`src/rtl/bn_pkg.sv`:
```
// Shared encodings for the batch-norm parameter loader: table selects and FSM states.
package bn_pkg;

    typedef enum logic [1:0] {
        BN_SEL_BETA  = 2'd0,
        BN_SEL_GAMMA = 2'd1,
        BN_SEL_MMEAN = 2'd2,
        BN_SEL_MVAR  = 2'd3
    } bn_sel_e;

    typedef enum logic [1:0] {
        StIdle = 2'd0,
        StHdr  = 2'd1,
        StLoad = 2'd2,
        StFin  = 2'd3
    } bn_state_e;

endpackage

```
`src/rtl/bn_param_loader_if.sv`:
```
// Parameter stream in, table write port out; master drives the stream, slave is the loader.
interface bn_param_loader_if #(
    parameter int unsigned FLOAT_BIT = 8,
    parameter int unsigned FILTERS   = 64
);
    localparam int unsigned AW = $clog2(FILTERS);

    logic                 s_valid;
    logic                 s_ready;
    logic [FLOAT_BIT-1:0] s_data;
    logic                 wr_en;
    logic [1:0]           wr_sel;
    logic [AW-1:0]        wr_addr;
    logic [FLOAT_BIT-1:0] wr_data;

    modport master (
        output s_valid, s_data,
        input  s_ready, wr_en, wr_sel, wr_addr, wr_data
    );

    modport slave (
        input  s_valid, s_data,
        output s_ready, wr_en, wr_sel, wr_addr, wr_data
    );

endinterface

```
`src/rtl/bn_param_addr_cnt.sv`:
```
// Table/index counter pair: index walks 0..FILTERS-1, then carries into the table select.
module bn_param_addr_cnt
    import bn_pkg::*;
#(
    parameter int unsigned FILTERS = 64,
    localparam int unsigned AW = $clog2(FILTERS)
) (
    input  logic          clk,
    input  logic          rst,
    input  logic          inc,
    input  logic          clear,
    output logic [1:0]    tbl,
    output logic [AW-1:0] index,
    output logic          last
);

    localparam logic [AW-1:0] IdxMax = AW'(FILTERS - 1);

    always_ff @(posedge clk or posedge rst) begin
        if (rst) begin
            tbl   <= 2'd0;
            index <= '0;
        end else if (clear) begin
            tbl   <= 2'd0;
            index <= '0;
        end else if (inc) begin
            if (index == IdxMax) begin
                index <= '0;
                tbl   <= tbl + 2'd1;
            end else begin
                index <= index + AW'(1);
            end
        end
    end

    assign last = (tbl == BN_SEL_MVAR) && (index == IdxMax);

endmodule

```
`src/rtl/bn_param_loader.sv`:
```
// Loads beta/gamma/mean/variance tables from a SYNC-prefixed word stream, one write per beat.
module bn_param_loader
    import bn_pkg::*;
#(
    parameter int unsigned        FLOAT_BIT = 8,
    parameter int unsigned        FILTERS   = 64,
    parameter logic [FLOAT_BIT-1:0] SYNC    = FLOAT_BIT'(8'hA5)
) (
    input  logic                clk,
    input  logic                rst,
    input  logic                start,
    bn_param_loader_if.slave    bus,
    output logic                busy,
    output logic                done,
    output logic                err
);

    localparam int unsigned AW = $clog2(FILTERS);

    bn_state_e state_q, state_d;

    logic                 s_ready;
    logic                 beat;
    logic                 cnt_inc, cnt_clear, cnt_last;
    logic [1:0]           cnt_tbl;
    logic [AW-1:0]        cnt_index;
    logic                 wr_en_d, done_d, err_d;
    logic                 wr_en_q, done_q, err_q;
    logic [1:0]           wr_sel_q;
    logic [AW-1:0]        wr_addr_q;
    logic [FLOAT_BIT-1:0] wr_data_q;

    bn_param_addr_cnt #(
        .FILTERS (FILTERS)
    ) u_addr_cnt (
        .clk   (clk),
        .rst   (rst),
        .inc   (cnt_inc),
        .clear (cnt_clear),
        .tbl   (cnt_tbl),
        .index (cnt_index),
        .last  (cnt_last)
    );

    assign s_ready = (state_q == StHdr) || (state_q == StLoad);
    assign beat    = bus.s_valid && s_ready;

    always_comb begin
        state_d   = state_q;
        cnt_inc   = 1'b0;
        cnt_clear = 1'b0;
        wr_en_d   = 1'b0;
        done_d    = 1'b0;
        err_d     = 1'b0;
        unique case (state_q)
            StIdle: begin
                if (start) state_d = StHdr;
            end
            StHdr: begin
                if (beat) begin
                    if (bus.s_data == SYNC) begin
                        state_d   = StLoad;
                        cnt_clear = 1'b1;
                    end else begin
                        state_d = StIdle;
                        err_d   = 1'b1;
                    end
                end
            end
            StLoad: begin
                if (beat) begin
                    cnt_inc = 1'b1;
                    wr_en_d = 1'b1;
                    // done is registered alongside the final write so both land in StFin
                    if (cnt_last) begin
                        state_d = StFin;
                        done_d  = 1'b1;
                    end
                end
            end
            StFin: begin
                state_d = StIdle;
            end
            default: state_d = StIdle;
        endcase
    end

    always_ff @(posedge clk or posedge rst) begin
        if (rst) begin
            state_q   <= StIdle;
            wr_en_q   <= 1'b0;
            done_q    <= 1'b0;
            err_q     <= 1'b0;
            wr_sel_q  <= 2'd0;
            wr_addr_q <= '0;
            wr_data_q <= '0;
        end else begin
            state_q <= state_d;
            wr_en_q <= wr_en_d;
            done_q  <= done_d;
            err_q   <= err_d;
            if (wr_en_d) begin
                wr_sel_q  <= cnt_tbl;
                wr_addr_q <= cnt_index;
                wr_data_q <= bus.s_data;
            end
        end
    end

    assign bus.s_ready = s_ready;
    assign bus.wr_en   = wr_en_q;
    assign bus.wr_sel  = wr_sel_q;
    assign bus.wr_addr = wr_addr_q;
    assign bus.wr_data = wr_data_q;
    assign busy        = (state_q != StIdle);
    assign done        = done_q;
    assign err         = err_q;

endmodule
```
`src/flat_wrapper.sv`:
```
// flat-port wrapper written by rule: the top's interface ports become plain ports
module bn_param_loader_flat import bn_pkg::*;
#(
    parameter int unsigned        FLOAT_BIT = 8,
    parameter int unsigned        FILTERS   = 64,
    parameter logic [FLOAT_BIT-1:0] SYNC    = FLOAT_BIT'(8'hA5)
)
  (clk, rst, start, busy, done, err, bus_s_valid, bus_s_data, bus_s_ready, bus_wr_en, bus_wr_sel, bus_wr_addr, bus_wr_data);
  bn_param_loader_if #(.FLOAT_BIT(FLOAT_BIT), .FILTERS(FILTERS)) bus_i ();
  input  logic clk;
  input  logic rst;
  input  logic start;
  output logic busy;
  output logic done;
  output logic err;
  input wire logic [$bits(bus_i.s_valid)-1:0] bus_s_valid;
  input wire logic [$bits(bus_i.s_data)-1:0] bus_s_data;
  output wire logic [$bits(bus_i.s_ready)-1:0] bus_s_ready;
  output wire logic [$bits(bus_i.wr_en)-1:0] bus_wr_en;
  output wire logic [$bits(bus_i.wr_sel)-1:0] bus_wr_sel;
  output wire logic [$bits(bus_i.wr_addr)-1:0] bus_wr_addr;
  output wire logic [$bits(bus_i.wr_data)-1:0] bus_wr_data;
  assign bus_i.s_valid = bus_s_valid;
  assign bus_i.s_data = bus_s_data;
  assign bus_s_ready = bus_i.s_ready;
  assign bus_wr_en = bus_i.wr_en;
  assign bus_wr_sel = bus_i.wr_sel;
  assign bus_wr_addr = bus_i.wr_addr;
  assign bus_wr_data = bus_i.wr_data;
  bn_param_loader #(.FLOAT_BIT(FLOAT_BIT), .FILTERS(FILTERS), .SYNC(SYNC)) u_core (.clk(clk), .rst(rst), .start(start), .bus(bus_i), .busy(busy), .done(done), .err(err));
endmodule
```
`config.mk`:
```
export PLATFORM = sky130hd
export DESIGN_NAME = bn_param_loader_flat
export DESIGN_NICKNAME = d
export VERILOG_FILES = /design/src/rtl/bn_pkg.sv /design/src/rtl/bn_param_loader_if.sv /design/src/rtl/bn_param_addr_cnt.sv /design/src/rtl/bn_param_loader.sv /design/src/flat_wrapper.sv
export SDC_FILE = /design/constraint.sdc
export NUM_CORES = 1
export LEC_CHECK = 0
export ABC_AREA = 1
export BUFFER_PORTS_ARGS = -buffer_cell sky130_fd_sc_hd__buf_2
export CAP_MARGIN = 5
export CORE_ASPECT_RATIO = 2
export CORE_MARGIN = 2
export CORE_UTILIZATION = 45
export CTS_BUF_LIST = sky130_fd_sc_hd__clkbuf_16
export DETAILED_ROUTE_END_ITERATION = 7
export PLACE_DENSITY = 0.66
export SLEW_MARGIN = 30
export SYNTH_ARGS = -nofsm -noshare
export SYNTH_HDL_FRONTEND = slang
export SYNTH_SLANG_ARGS = --single-unit
```
`constraint.sdc`:
```
create_clock -name clk -period 2.7 [get_ports clk]
set_input_delay 0.27 -clock clk [delete_from_list [all_inputs] [get_ports clk]]
set_output_delay 0.27 -clock clk [all_outputs]
set_load 0.02 [all_outputs]
```
==> summary.txt <==
Worst setup path
  • Critical path's largest stage delay: 430 ps
  • CP bufs+invs: 2
  • CP max stage cell: dfrtp_1
  • R2R Path Start: u_core.state_q[0]$_DFFE_PP0P_
  • CP max FO: 29
  • Critical path class: flop to flop
  • Critical path arrival: 2150 ps
  • Family with the most delay on the worst path: simple AND/OR/NAND/NOR gates
  • Critical path endpoint category: flop
  • R2r setup slk: 700 ps
  • CP Data Required Time: 2850 ps
  • Reg2Reg Depth: 7
  • Critical Path Source Type: flop
  • RR Endpoint: u_core.u_addr_cnt.tbl[0]$_DFFE_PP0P_
  • Critical-path cell list: inv_1 > ha_1 > nand2_2 > inv_2 > nand2_1 > o21ai_0 > a21oi_1

Yosys
  • Asr flop ratio synth: 1.00
  • #FFs+latches synth: 29
  • Synth Net Count: 188
  • Mapped Cells: 171
  • YS warnings: 0
  • Synth Area per Inst: 8.44 um2
  • Ys flop type: dfrtp_1
  • EDFF count, synth: 0
  • Top cells by count, synth: nand2_1, dfrtp_1, inv_1, o21ai_0
  • Sequential fraction of the synthesis area: 0.503
  • Most common cell in the netlist: nand2_1
  • Synth top area cells: dfrtp_1, nand2_1, inv_1
  • Cell taking the most area after synthesis: dfrtp_1
  • Synth Cell Area: 1440 um2
  • Yosys top cell area share: 0.503
  • Post-synth cell types: 24

Floorplan
  • I/O pin cnt: 33
  • # rows: 29
  • Die width: 44.0 um
  • Die height: 84.1 um
  • Total core area: 3120 um2
  • Initial core utilization: 0.462
  • Die area: 3700 um2

Timing
  • Headroom to the max-slew limit: 0.668
  • Setup violations, final: 0
  • Fmax: 0.500 GHz
  • Clk_skew: 3.53 ps
  • RSZ-0062 raised after global routing: false
  • Hold WS: 57.6 ps
  • Crit path time final: 2000 ps
  • Sum Neg Setup Slack: 0 ps
  • Hold violation count in the final report: 0
  • Final Max Slew Viols: 0
  • Final critical-path share of the clock period: 0.740
  • Worst Max-Slew Pin Slew: 496 ps

GRT
  • Met2 GRT Util: 0.344
  • First-pass GRT wire length: 5620 um
  • GRT Total Usage: 0.206
  • Pin count of the biggest net entering global routing: 30
  • Initial antenna violation count: 0
  • Met3 Usage GRT: 0.0411
  • GRT overflow: 0
  • Met1 Resource Use GR: 0.227
  • Busiest grt layer: met2
  • Vias in the first global route: 1297

Clock tree
  • CTS tree: done
  • Post-cts sizing count: 0
  • Postcts setup bufs: 0
  • TritonCTS Buffers: 5
  • Worst-path clk slew: 50 ps
  • CTS root buf: clkbuf_16
  • Clock sink count: 29
  • Hold buffers post-CTS: 0
  • Maximum buffer depth of the clock tree: 2
  • Worst-Skew Late Latency: 270 ps
  • H-tree Lvls: 2

Pwr
  • LEAKAGE: 1.01 nW
  • Total Power: 1.29 mW
  • VDD IR max: 573 uV
  • Pwr dens: 738 nW/um2

Route
  • Vias/cell: 5.17
  • Post-route DRC: 0
  • Router iterations before antenna repair: 5
  • Final wirelength: 3160 um
  • Vias: 1230
  • Drt wl/cell: 13.3 um
  • Antenna Nets Post-Route: 0
  • 1st-iter DRT viols: 25

Outcome
  • Status: finished clean

Layout
  • Area Overhead vs Synth: 20.9%
  • Final Util: 0.559
  • Nets: 224
  • N_diodes: 0
  • Layout cell share with drive strength beyond 1: 0.256

Placement
  • PortBufs: 32
  • RePlAce Congestion: 0.804
  • Post-DP HPWL: 2310 um

Run
  • Max-capacitance violation count: 0

Min path
  • Min-delay worst type: input pin to asynchronous set/reset pin
## placed cells by master (no fill, tap or decap)
| master | Yosys | layout |
|---|---|---|
| clkinv_1 | 0 | 1 |
| inv_2 | 1 | 1 |
| ha_1 | 5 | 5 |
| buf_2 | 0 | 32 |
| nand4_1 | 2 | 2 |
| nor3_1 | 2 | 2 |
| o21ai_0 | 12 | 12 |
| buf_4 | 2 | 1 |
| dfrtp_1 | 29 | 29 |
| nand2_1 | 57 | 57 |
| nor2_4 | 1 | 1 |
| nor2_2 | 1 | 1 |
| o21a_1 | 1 | 1 |
| nand3_1 | 10 | 10 |
| inv_1 | 21 | 22 |
| nor2_1 | 10 | 10 |
| a21oi_1 | 2 | 2 |
| nand3_2 | 2 | 2 |
| nand2_2 | 4 | 4 |
| nand3b_4 | 1 | 1 |
| or2_4 | 1 | 1 |
| a21oi_2 | 1 | 1 |
| xor2_1 | 1 | 1 |
| or2_2 | 1 | 1 |
| clkbuf_16 | 0 | 5 |
| o21ai_2 | 2 | 2 |
## state kept, by name (all words and copies together), names as in the netlist, 2 cells and up, named ones only
signal,cells
u_core.bus.wr_data,8
u_core.u_addr_cnt.tbl,2
u_core.bus.wr_addr,6
u_core.u_addr_cnt.index,6
u_core.bus.wr_sel,2
## per-layer routing
metal  up-vias  wire length [um]
met5         -                 0
met4         0               101
met3        12               145
met2        46              1710
met1       570              1200
li1        602                 -
## worst register-to-register path: stages (launching register included)
cell	delay, ps
dfrtp_1	430
inv_1	110
ha_1	270
nand2_2	340
inv_2	360
nand2_1	160
o21ai_0	160
a21oi_1	50
## layout make-up
cell class,instances,area (um2)
well taps,31,38.8
fillers,305,1380
clock buffers,5,125
flip-flops and latches,29,726
multi-input cells,116,597
repair buffers,33,168
clock inverters,2,7.51
inverters,22,82.6
## kinds of logic after synthesis
family                     after synthesis  synth area share
AOI/OAI and AO/OA                       18            0.0720
xor gates and xnor gates                 1           0.00607
buffers and inverters                   26            0.0833
adders and majority gates                5            0.0434
and+or+nand+nor                         92             0.292
DFF                                     29             0.503
## power by group
part / total, mW / internal, mW / switching [mW] / leakage (nW)
clock: 0.500 / 0.327 / 0.172 / 0.0685
combinational: 0.281 / 0.0979 / 0.183 / 0.558
sequential: 0.507 / 0.475 / 0.0318 / 0.382
## per-stage QoR
stage / setup WS, ps / instance area, um2 / std cells
5_1_grt: 444 / 1740 / 238
2_1_floorplan: 1200 / 1440 / 171
4_1_cts: 732 / 1740 / 238
3_3_place_gp: 846 / 1610 / 231
6_report: 702 / 1740 / 238
3_5_place_dp: 730 / 1610 / 231
## how the worst max path moves through the flow
| stage | start | to | cells after the start |
|---|---|---|---|
| after global routing | u_core.state_q[0]$_DFFE_PP0P_ | u_core.u_addr_cnt.tbl[0]$_DFFE_PP0P_ | 7 |
| after floorplan | u_core.state_q[0]$_DFFE_PP0P_ | u_core.u_addr_cnt.tbl[1]$_DFFE_PP0P_ | 7 |
| after detailed placement | u_core.state_q[0]$_DFFE_PP0P_ | u_core.u_addr_cnt.tbl[0]$_DFFE_PP0P_ | 7 |
| final | u_core.state_q[0]$_DFFE_PP0P_ | u_core.u_addr_cnt.tbl[0]$_DFFE_PP0P_ | 7 |
| after global placement | u_core.state_q[0]$_DFFE_PP0P_ | u_core.u_addr_cnt.tbl[0]$_DFFE_PP0P_ | 7 |
| after CTS | u_core.state_q[0]$_DFFE_PP0P_ | u_core.u_addr_cnt.tbl[0]$_DFFE_PP0P_ | 7 |
Note: power is estimated with default switching activity, not from simulation.
